## config.mk

```make
export PLATFORM = sky130hd
export DESIGN_NAME = sub_refill_sched
export DESIGN_NICKNAME = d
export VERILOG_FILES = /design/src/rtl/sub_refill_sched.sv
export SDC_FILE = /design/constraint.sdc
export NUM_CORES = 1
export LEC_CHECK = 0
export ABC_AREA = 0
export CAP_MARGIN = 20
export CORE_ASPECT_RATIO = 2
export CORE_UTILIZATION = 50
export DETAILED_ROUTE_END_ITERATION = 10
export HOLD_SLACK_MARGIN = 0.1
export PLACE_DENSITY = 0.78
export SLEW_MARGIN = 0
export SYNTH_ARGS = -nofsm -noshare
export SYNTH_HDL_FRONTEND = slang
export SYNTH_SLANG_ARGS = --single-unit
```

## constraint.sdc

```tcl
create_clock -name clk -period 3.17 [get_ports clk]
set_input_delay 0.317 -clock clk [delete_from_list [all_inputs] [get_ports clk]]
set_output_delay 0.317 -clock clk [all_outputs]
set_load 0.02 [all_outputs]
```

## src/rtl/sub_refill_sched.sv

```systemverilog
// Refill scheduler for a small set of sub-SRAMs: second-chance victim pick, Flash burst fetch, tag update.
// Latency: miss accept -> fill_done in 1 + up to SUB_NUM+1 scan + 1 evict + grant wait + SUB_DEPTH beats + 1 cycles.
// Backpressure: miss_ready only in IDLE; flash_req held until flash_gnt; Flash beats are accepted without stalling.
module sub_refill_sched #(
  parameter int SUB_NUM     = 4,
  parameter int LOG_SUB_NUM = 2,
  parameter int SUB_DEPTH   = 256,
  parameter int ADDR_W      = 32,
  parameter int DATA_W      = 32
) (
  input  logic                         clk,
  input  logic                         grst,
  input  logic                         miss_valid,
  output logic                         miss_ready,
  input  logic [ADDR_W-1:0]            miss_addr,
  input  logic                         hit_valid,
  input  logic [LOG_SUB_NUM-1:0]       hit_idx,
  output logic                         flash_req,
  input  logic                         flash_gnt,
  output logic [ADDR_W-1:0]            flash_addr,
  input  logic                         flash_rvalid,
  input  logic [DATA_W-1:0]            flash_rdata,
  output logic                         sub_we,
  output logic [LOG_SUB_NUM-1:0]       sub_sel,
  output logic [$clog2(SUB_DEPTH)-1:0] sub_waddr,
  output logic [DATA_W-1:0]            sub_wdata,
  output logic                         tag_we,
  output logic [LOG_SUB_NUM-1:0]       tag_idx,
  output logic [ADDR_W-1:0]            tag_base,
  output logic                         tag_valid,
  output logic                         fill_done,
  output logic [LOG_SUB_NUM-1:0]       fill_idx,
  output logic                         busy
);

  localparam int WADDR_W = $clog2(SUB_DEPTH);
  // Byte offset bits inside one block (words are DATA_W/8 bytes wide).
  localparam int OFF_W   = $clog2(SUB_DEPTH * (DATA_W / 8));
  localparam logic [WADDR_W-1:0]     LAST_BEAT = WADDR_W'(SUB_DEPTH - 1);
  localparam logic [LOG_SUB_NUM:0]   SCAN_MAX  = (LOG_SUB_NUM + 1)'(SUB_NUM);
  localparam logic [LOG_SUB_NUM-1:0] PTR_LAST  = LOG_SUB_NUM'(SUB_NUM - 1);

  localparam logic [2:0] IDLE   = 3'd0;
  localparam logic [2:0] SCAN   = 3'd1;
  localparam logic [2:0] EVICT  = 3'd2;
  localparam logic [2:0] REQ    = 3'd3;
  localparam logic [2:0] FILL   = 3'd4;
  localparam logic [2:0] COMMIT = 3'd5;

  // Control state
  logic [2:0]             state_q, state_d;
  logic [LOG_SUB_NUM-1:0] ptr_q, ptr_d;
  logic [LOG_SUB_NUM-1:0] victim_q, victim_d;
  logic [WADDR_W-1:0]     cnt_q, cnt_d;
  logic [LOG_SUB_NUM:0]   scan_q, scan_d;
  logic [ADDR_W-1:0]      req_base_q, req_base_d;
  logic [SUB_NUM-1:0]     valid_q, valid_d;
  logic [SUB_NUM-1:0]     ref_q, ref_d;
  logic [ADDR_W-1:0]      base_q [SUB_NUM];
  logic [ADDR_W-1:0]      base_d [SUB_NUM];

  // Registered outputs
  logic                   miss_ready_q, miss_ready_d;
  logic                   busy_q, busy_d;
  logic                   flash_req_q, flash_req_d;
  logic [ADDR_W-1:0]      flash_addr_q, flash_addr_d;
  logic                   sub_we_q, sub_we_d;
  logic [LOG_SUB_NUM-1:0] sub_sel_q, sub_sel_d;
  logic [WADDR_W-1:0]     sub_waddr_q, sub_waddr_d;
  logic [DATA_W-1:0]      sub_wdata_q, sub_wdata_d;
  logic                   tag_we_q, tag_we_d;
  logic [LOG_SUB_NUM-1:0] tag_idx_q, tag_idx_d;
  logic [ADDR_W-1:0]      tag_base_q, tag_base_d;
  logic                   tag_valid_q, tag_valid_d;
  logic                   fill_done_q, fill_done_d;
  logic [LOG_SUB_NUM-1:0] fill_idx_q, fill_idx_d;

  logic                   victim_lock;
  logic                   unused_addr_bits;

  // Offset bits within the block never matter: the whole block is refilled.
  assign unused_addr_bits = ^miss_addr[OFF_W-1:0];

  function automatic logic [LOG_SUB_NUM-1:0] ptr_inc(input logic [LOG_SUB_NUM-1:0] p);
    return (p == PTR_LAST) ? '0 : p + 1'b1;
  endfunction

  // Next-state logic for the FSM, replacement tables and all outputs
  always_comb begin
    state_d      = state_q;
    ptr_d        = ptr_q;
    victim_d     = victim_q;
    cnt_d        = cnt_q;
    scan_d       = scan_q;
    req_base_d   = req_base_q;
    valid_d      = valid_q;
    ref_d        = ref_q;
    base_d       = base_q;
    sub_we_d     = 1'b0;
    sub_sel_d    = sub_sel_q;
    sub_waddr_d  = sub_waddr_q;
    sub_wdata_d  = sub_wdata_q;
    tag_we_d     = 1'b0;
    tag_idx_d    = tag_idx_q;
    tag_base_d   = tag_base_q;
    tag_valid_d  = tag_valid_q;
    fill_done_d  = 1'b0;
    fill_idx_d   = fill_idx_q;
    victim_lock  = 1'b0;

    case (state_q)
      IDLE: begin
        if (miss_valid && miss_ready_q) begin
          req_base_d = {miss_addr[ADDR_W-1:OFF_W], {OFF_W{1'b0}}};
          scan_d     = '0;
          state_d    = SCAN;
        end
      end
      SCAN: begin
        // After SUB_NUM clears the entry at ptr is taken unconditionally, so a
        // stream of hits re-arming ref bits cannot stretch the scan.
        if (!valid_q[ptr_q] || !ref_q[ptr_q] || (scan_q == SCAN_MAX)) begin
          victim_d    = ptr_q;
          tag_we_d    = 1'b1;
          tag_idx_d   = ptr_q;
          tag_valid_d = 1'b0;
          tag_base_d  = base_q[ptr_q];
          state_d     = EVICT;
        end else begin
          ref_d[ptr_q] = 1'b0;
          ptr_d        = ptr_inc(ptr_q);
          scan_d       = scan_q + 1'b1;
        end
      end
      EVICT: begin
        victim_lock      = 1'b1;
        valid_d[victim_q] = 1'b0;
        state_d          = REQ;
      end
      REQ: begin
        victim_lock = 1'b1;
        if (flash_gnt) begin
          cnt_d   = '0;
          state_d = FILL;
        end
      end
      FILL: begin
        victim_lock = 1'b1;
        if (flash_rvalid) begin
          sub_we_d    = 1'b1;
          sub_sel_d   = victim_q;
          sub_waddr_d = cnt_q;
          sub_wdata_d = flash_rdata;
          cnt_d       = cnt_q + 1'b1;
          if (cnt_q == LAST_BEAT) begin
            // Commit pulses are launched here so they are visible during COMMIT.
            tag_we_d    = 1'b1;
            tag_idx_d   = victim_q;
            tag_valid_d = 1'b1;
            tag_base_d  = req_base_q;
            fill_done_d = 1'b1;
            fill_idx_d  = victim_q;
            state_d     = COMMIT;
          end
        end
      end
      COMMIT: begin
        victim_lock       = 1'b1;
        valid_d[victim_q] = 1'b1;
        base_d[victim_q]  = req_base_q;
        ref_d[victim_q]   = 1'b1;
        ptr_d             = ptr_inc(victim_q);
        state_d           = IDLE;
      end
      default: state_d = IDLE;
    endcase

    // Applied after the scan clear so a coincident hit keeps the entry referenced.
    if (hit_valid && !(victim_lock && (hit_idx == victim_q))) begin
      ref_d[hit_idx] = 1'b1;
    end

    miss_ready_d = (state_d == IDLE);
    busy_d       = (state_d != IDLE);
    flash_req_d  = (state_d == REQ);
    flash_addr_d = req_base_d;
  end

  // State and output registers, all cleared asynchronously
  always_ff @(posedge clk or negedge grst) begin
    if (!grst) begin
      state_q      <= IDLE;
      ptr_q        <= '0;
      victim_q     <= '0;
      cnt_q        <= '0;
      scan_q       <= '0;
      req_base_q   <= '0;
      valid_q      <= '0;
      ref_q        <= '0;
      for (int i = 0; i < SUB_NUM; i++) base_q[i] <= '0;
      miss_ready_q <= 1'b0;
      busy_q       <= 1'b0;
      flash_req_q  <= 1'b0;
      flash_addr_q <= '0;
      sub_we_q     <= 1'b0;
      sub_sel_q    <= '0;
      sub_waddr_q  <= '0;
      sub_wdata_q  <= '0;
      tag_we_q     <= 1'b0;
      tag_idx_q    <= '0;
      tag_base_q   <= '0;
      tag_valid_q  <= 1'b0;
      fill_done_q  <= 1'b0;
      fill_idx_q   <= '0;
    end else begin
      state_q      <= state_d;
      ptr_q        <= ptr_d;
      victim_q     <= victim_d;
      cnt_q        <= cnt_d;
      scan_q       <= scan_d;
      req_base_q   <= req_base_d;
      valid_q      <= valid_d;
      ref_q        <= ref_d;
      base_q       <= base_d;
      miss_ready_q <= miss_ready_d;
      busy_q       <= busy_d;
      flash_req_q  <= flash_req_d;
      flash_addr_q <= flash_addr_d;
      sub_we_q     <= sub_we_d;
      sub_sel_q    <= sub_sel_d;
      sub_waddr_q  <= sub_waddr_d;
      sub_wdata_q  <= sub_wdata_d;
      tag_we_q     <= tag_we_d;
      tag_idx_q    <= tag_idx_d;
      tag_base_q   <= tag_base_d;
      tag_valid_q  <= tag_valid_d;
      fill_done_q  <= fill_done_d;
      fill_idx_q   <= fill_idx_d;
    end
  end

  assign miss_ready = miss_ready_q;
  assign busy       = busy_q;
  assign flash_req  = flash_req_q;
  assign flash_addr = flash_addr_q;
  assign sub_we     = sub_we_q;
  assign sub_sel    = sub_sel_q;
  assign sub_waddr  = sub_waddr_q;
  assign sub_wdata  = sub_wdata_q;
  assign tag_we     = tag_we_q;
  assign tag_idx    = tag_idx_q;
  assign tag_base   = tag_base_q;
  assign tag_valid  = tag_valid_q;
  assign fill_done  = fill_done_q;
  assign fill_idx   = fill_idx_q;

endmodule

```

==> summary.md, run 1 <==
| Metric | Value |
|---|---|
| Crit path arrival time | between 2 and 3 ns |
| Met2 WL | 10.48 mm |
| Synthesis-stage register bit count | between 200 and 250 |
| Total gr overflow | 0 |
| Met3 WL | 966 um |
| Cell area after layout | 11610 um2 |
| Min Clock Period, post-route | 2.339 ns |
| Worst R2R Path Depth | 6 |
| DRT Wirelength | 19.41 mm |
| CTS Sinks | 211 |
| Die width | 98.07 um |
| Final hold vios | 0 |
| Top post-synthesis cells by area | dfrtp_1, mux2_2, nand2_1, mux4_2, buf_4 |
| Critical-path top delay cell | mux4_2 |
| Global-route wire length before repair | 31.84 mm |
| Nets | 960 |
| Antenna Cells | 0 |
| Cell area after synthesis | roughly 9200 um2 |
| Hold Path Depth | 3 |
| Area growth syn-to-layout | 25.77% |
| Fin util | 0.6372 |
| Placed Area | 11000 um2 |
| Antenna Nets Post-Route | 0 |
| Share of cells above drive strength 1 | 0.2677 |
| Seq/Total Area, Yosys | 0.5721 |
| Max clock buf depth | 3 |
| Starting DRC count in detailed routing | around 210 |
| Die area | 19040 um2 |
| CTS root buf | clkbuf_16 |
| Cell taking the most area after synthesis | dfrtp_1 |
| Max Cap Violations | 0 |
| Yosys Warn Count | 0 |
| Leakage power | 5.591 nW |
| Crit Path Max Fanout | 25 |
| Gr usage total | 0.2103 |
| Core area | 18220 um2 |
| Via density | 5.311 |
| DP HPWL | around 13 mm |
| RR Endpoint | tag_base[24]$_DFFE_PN0P_ |
| Hold Crit Start | flash_rdata[28] |
| CP Cell Sequence | inv_4, mux4_2, o21ai_1, and2_1, buf_4, mux2_2 |
| Quantity of gates resized following cts | 0 |
| Clock skew | between 0.015 and 0.02 ns |
| Largest net degree at the start of global routing | 84 |
| Data required time at the worst endpoint | 3.53 ns |
| CP endpoint kind | register |
| Worst stage delay on the critical path | 0.57 ns |
| Total clock buffers created by CTS | 19 |
| Peak supply drop | 0.0007392 V |
| Pwr Density | 879.2 nW/um2 |
| Number of global-route vias before repair | slightly above 6000 |
| Avg Inst Size Synth | around 13 um2 |
| Die Height | around 190 um |
| Fin crit share | 0.7378 |
| DRC Markers | 21 |
| # H-tree levels | 1 |
| I/O pins | 189 |
| Final setup TNS | 0 ns |
| PortBufs | 158 |
| Met1 wire length | 7.544 mm |
| DR vias | 5869 |
| Count of final max-slew check failures | 0 |
| Worst R2R Start | ptr_q[0]$_DFFE_PN0P_ |
| Clock Pin Slew Worst Setup and Hold Paths | around 0.07 ns |
| Endpoint, Worst Hold | sub_wdata[28]$_DFFE_PN0P_ |
| Pre-CTS WS | slightly below 0.8 ns |
| Unique masters post-synth | 41 |
| Share of the synthesized area in the top cell type | 0.5721 |
| Outcome | finished with violations |
| Hold crit path type | in -> reg |
| Post-Synthesis Cells | 716 |
| Startpoint types | register |
| Most common flop cell mapped by yosys | dfrtp_1 |
| Fmax | 427.6 MHz |
| Clk Latency, worst-skew pair | 0.48 ns |
| Initial Utilization | 0.5066 |
| Final setup viols | 0 |
| Final Worst Setup Slack | 0.8313 ns |
| Slew @ Worst Pin | 0.7301 ns |
| Rows | 70 |
| Setup Buffers After CTS | 0 |
| R2R Setup Slk | 0.83 ns |
| Drt wl/cell | 17.56 um |
| Number of enable flip-flop cells after synthesis | 0 |
| Ys async rst share | 1.000 |
| Max Used Layer | met4 |
| Rel. slew slack | 0.5132 |
| Kind of critical path | reg -> reg |
| Failing checks | DRC |
| Setup repair after global routing missed its margin | no |
| Final GP Congestion | about 0.80 |
| Antenna violations before repair | 0 |
| First drt pass iteration count | 8 |
| TritonCTS clock tree | yes |
==> sequential cells by signal, indices dropped and copies added, names as in the netlist, 2 cells and up, named ones only <==
| signal | flops |
|---|---|
| sub_sel | 2 |
| state_q | 3 |
| tag_idx | 2 |
| ref_q | 4 |
| fill_idx | 2 |
| ptr_q | 2 |
| scan_q | 3 |
| cnt_q | 8 |
| flash_addr | 22 |
| tag_base | 22 |
| sub_wdata | 32 |
| base_q | 88 |
| victim_q | 2 |
| sub_waddr | 8 |
==> how the worst max path moves through the flow <==
stage	start	end	slack [ns]	depth (start not counted)
final	ptr_q[0]$_DFFE_PN0P_	tag_base[24]$_DFFE_PN0P_	0.83	6
after detailed placement	flash_rvalid	tag_base[24]$_DFFE_PN0P_	0.79	8
after global placement	flash_rvalid	tag_base[18]$_DFFE_PN0P_	0.84	8
after CTS	ptr_q[0]$_DFFE_PN0P_	tag_base[24]$_DFFE_PN0P_	0.81	6
after global routing	ptr_q[0]$_DFFE_PN0P_	tag_base[24]$_DFFE_PN0P_	0.76	6
after floorplan	ptr_q[0]$_DFFE_PN0P_	tag_base[25]$_DFFE_PN0P_	1.0	5
==> layout make-up <==
class,instances,area [um2]
multi-input cells,454,3654
well taps,216,270.3
inverters,12,47.55
flip-flops and latches,211,5281
fillers,1414,6610
clock inverters,8,68.82
repair buffers,179,1758
clock buffers,25,528.0
==> what timing repair did <==
item	CTS	global route
endpoints found under the hold margin	79	0
endpoints found under the setup margin	0	0
hold buffers	1	0
==> placed cells by master (no fill, tap or decap), drive strengths merged, types with 2 or more instances in the layout <==
master,instances
and2,3
a22o,3
nor2b,2
mux2,157
mux2i,3
clkdlybuf4s50,157
xnor2,2
dfrtp,211
clkinv,7
a31oi,3
nand2,143
conb,20
ha,11
nor2,21
nor4,2
nand4,3
xor2,7
inv,12
o31ai,3
mux4,23
a21oi,13
and3,2
nand2b,3
clkbuf,26
nand3,11
buf,20
o21ai,10
==> cell usage after synthesis (5+ instances only) <==
cell type,number
dfrtp_1,211
mux2_2,156
nand2_1,143
mux4_2,23
buf_4,21
nor2_1,21
clkbuf_1,19
a21oi_1,13
ha_1,11
inv_1,11
nand3_1,11
buf_1,10
o21ai_0,9
xor2_1,7
buf_2,5
==> layer usage <==
layer,GRT usage,vias up
li1,-,2737
met1,0.2423,2932
met2,0.3991,171
met3,0.02848,29
met4,0.05892,0
met5,0,-
==> power by group <==
group | internal (mW) | switching [mW] | total (mW)
clock | 1.26 | 0.962 | 2.22
combinational | 1.98 | 1.86 | 3.84
sequential | 3.50 | 0.644 | 4.15
==> critical path, delay by kind of cell, from the launching register on <==
| family | cells | cell delay, ns |
|---|---|---|
| AO/OA/AOI/OAI | 1 | 0.18 |
| buffers and inverters | 2 | 0.50 |
| flip-flops | 1 | 0.42 |
| multiplexers | 2 | 0.97 |
| AND/OR/NAND/NOR | 1 | 0.14 |
==> logic make-up (layout without fill, tap and decap cells) <==
group / after synthesis / in the layout / share of synthesized area
mux: 183 / 183 / 0.2514
buf+inv: 70 / 224 / 0.04040
other cells: 1 / 20 / 0.0004063
fa+ha+maj: 11 / 11 / 0.01491
flops: 211 / 211 / 0.5721
compound gates: 36 / 36 / 0.02345
xor+xnor: 9 / 9 / 0.008542
simple gates: 195 / 195 / 0.08880
==> metrics by stage <==
stage                     hold WS [ns]  total power [mW]  std cells
after global placement          0.3968             7.966       1071
final                           0.3672             10.21       1105
after floorplan                0.02141             6.382        735
after global routing            0.3768             10.80       1105
after CTS                       0.3554             10.33       1105
after detailed placement        0.4060             8.075       1071
(Power assumes the default switching activity.)
==> inputs of run 2 (changes only) <==
CORE_UTILIZATION = 47   (was 50)
PLACE_DENSITY = 0.77   (was 0.78)
clock period = 2 ns   (was 3.17 ns; I/O delays follow)
==> run 2 against run 1 <==
Net effect:
- the run ends with setup timing left
- register-to-register slack lost 0.86 ns
- sequential power is 58% higher
- cell count grew 6.1%
- flip-flop and latch count unchanged
- power is 67% higher
- fmax up 16%
- non-clock buffer count rose by 22
- clock skew down 0.00069 ns
- critical path depth unchanged
- first-iteration DRC count is 35% lower
- hold slack got worse by 0.15 ns
- worst setup slack got worse by 0.86 ns
- critical endpoint is now tag_base[23]$_DFFE_PN0P_
==> summary.md, run 2 (same netlist as run 1, synthesis figures left out) <==
| Metric | Value |
|---|---|
| Clk Latency, worst-skew pair | 0.49 ns |
| Area growth syn-to-layout | 31.33% |
| Int Pwr | 11.36 mW |
| Via density | roughly 5.1 |
| Seq pwr share | 0.385 |
| P_sw | 5.652 mW |
| Commonest non-fill, non-tap cell in the layout | dfrtp_1 |
| RR Endpoint | tag_base[23]$_DFFE_PN0P_ |
| Largest net degree at the start of global routing | 52 |
| Number of global-route vias before repair | 6330 |
| Max FFs per register | between 80 and 90 |
| Fin util | 0.6287 |
| Max Cap Violations | 0 |
| Critical-path top delay cell | mux4_2 |
| Crit path arrival time | 2.40 ns |
| Leakage power | 5.849 nW |
| Combinational power share | 0.386 |
| Data required time at the worst endpoint | 2.37 ns |
| Final Worst Setup Slack | -0.02423 ns |
| Nets | 983 |
| Crit Path Max Fanout | 13 |
| Antenna violations before repair | 0 |
| Count of final max-slew check failures | 0 |
| Outcome | finished with violations |
| Post-placement cell count | 1133 |
| CTS Sinks | 211 |
| Peak supply drop | 0.0008940 V |
| Multi-input logic area | 3731 um2 |
| Max clock buf depth | 3 |
| Global-route wire length before repair | between 30 and 40 mm |
| Setup repair after global routing missed its margin | yes |
| WP buf/inv | 2 |
| TritonCTS clock tree | yes |
| DRT Wirelength | 19.84 mm |
| Gr usage total | 0.2043 |
| DP HPWL | 13.22 mm |
| Drt wl/cell | 16.93 um |
| Share of cells above drive strength 1 | 0.2870 |
| Rows | 72 |
| Final GP Congestion | between 0.8 and 0.9 |
| Most frequent cells in the layout | dfrtp_1, clkdlybuf4s50_1, nand2_1, mux2_2, buf_4 |
| Top reg by flops | base_q |
| DR vias | 5968 |
| Core area | 19280 um2 |
| Fmax | 494.0 MHz |
| Worst R2R Path Depth | 6 |
| Die width | 101.1 um |
| CP Cell Sequence | inv_4, mux4_2, o21ai_2, and2_4, buf_12, mux2_4 |
| Starting DRC count in detailed routing | 136 |
| Kind of critical path | reg -> reg |
| Pwr Density | ~1400 nW/um2 |
| Antenna Nets Post-Route | 0 |
| Delay-heaviest family, CP | multiplexers |
| Clock skew | 0.01627 ns |
| Die Height | 200.2 um |
| Min Clock Period, post-route | slightly above 2 ns |
| FF/Latch Area | 5281 um2 |
| Sw Ratio | 0.3322 |
| Fillers | 1534 |
| Initial Utilization | 0.4787 |
| Antenna Cells | 0 |
| R2R Setup Slk | -0.02 ns |
| Clock power share | 0.229 |
| Worst stage delay on the critical path | 0.56 ns |
| Startpoint types | register |
| PortBufs | 158 |
| Critical Path Start | ptr_q[0]$_DFFE_PN0P_ |
| CP endpoint kind | register |
| Final setup viols | 10 |
| Total gr overflow | 0 |
| # H-tree levels | 1 |
| Fin crit share | 1.012 |
| WP depth | 6 |
| Final hold vios | 0 |
| CTS root buf | clkbuf_16 |
| Die area | around 20000 um2 |
| Clock Pin Slew Worst Setup and Hold Paths | 0.06 ns |
| Critical Path End | tag_base[23]$_DFFE_PN0P_ |
| Hold crit path type | in -> async |
| DRC Markers | 0 |
| Failing checks | setup timing |
| Worst R2R Start | ptr_q[0]$_DFFE_PN0P_ |
| Total clock buffers created by CTS | 20 |
| First drt pass iteration count | 4 |
| Fin cells | 1172 |
| I/O pins | 189 |
[run 2: layer usage]
| metal | track usage | wire length, um |
|---|---|---|
| met4 | 0.07609 | 644 |
| met3 | 0.03001 | 1029 |
| met5 | 0 | 0 |
| met1 | 0.2397 | 7670 |
| met2 | 0.3688 | 10490 |
[run 2: metrics by stage]
stage | hold slack, ns | setup TNS [ns] | setup WS, ns | area (um2) | total power, mW
2_1_floorplan | -0.09559 | -2.136 | -0.1226 | 9376 | 10.29
3_3_place_gp | 0.1450 | -0.8707 | -0.05686 | 11400 | 13.06
3_5_place_dp | 0.1505 | -1.331 | -0.08059 | 11400 | 13.21
4_1_cts | 0.2184 | -0.09754 | -0.01309 | 12090 | 17.18
5_1_grt | 0.2370 | -0.7156 | -0.06404 | 12120 | 17.98
6_report | 0.2149 | -0.1763 | -0.02423 | 12120 | 17.01
[run 2: how the worst min path moves through the flow]
stage | startpoint | to | slack (ns)
after global routing | flash_rdata[25] | sub_wdata[25]$_DFFE_PN0P_ | 0.24
after CTS | flash_rdata[3] | sub_wdata[3]$_DFFE_PN0P_ | 0.22
after global placement | grst | sub_wdata[23]$_DFFE_PN0P_ | 0.15
after detailed placement | grst | sub_wdata[23]$_DFFE_PN0P_ | 0.15
after floorplan | grst | async pin | -0.1
final | grst | sub_wdata[23]$_DFFE_PN0P_ | 0.21
[run 2: power groups by stage]
stage	Clock, mW	Sequential [mW]	Combinational (mW)
6_report	3.89	6.55	6.57
5_1_grt	4.16	6.75	7.06
4_1_cts	3.99	6.57	6.62
3_5_place_dp	0	6.63	6.58
3_3_place_gp	0	6.59	6.47
2_1_floorplan	0	7.36	2.93
[run 2: worst reg2reg max path: stages (launching register included)]
cell,delay [ns]
dfrtp_2,0.42
inv_4,0.06
mux4_2,0.56
o21ai_2,0.16
and2_4,0.21
buf_12,0.17
mux2_4,0.32
[run 2: final cells by class]
type	count	share of cell area
Inverter	12	0.003923
Clock buffer	30	0.04862
Multi-Input combinational cell	454	0.3078
Timing Repair Buffer	201	0.1704
Sequential cell	211	0.4357
Clock inverter	5	0.006710
Tap cell	259	0.02674
[run 2: what timing repair did]
action / 4_1_cts / 5_1_grt
hold buffers: 1 / 0
hold endpoints to repair: 211 / 0
pin swaps: 1 / 0
buffers inserted: 1 / 2
gates resized for setup: 2 / 3
endpoints found under the setup margin: 23 / 20
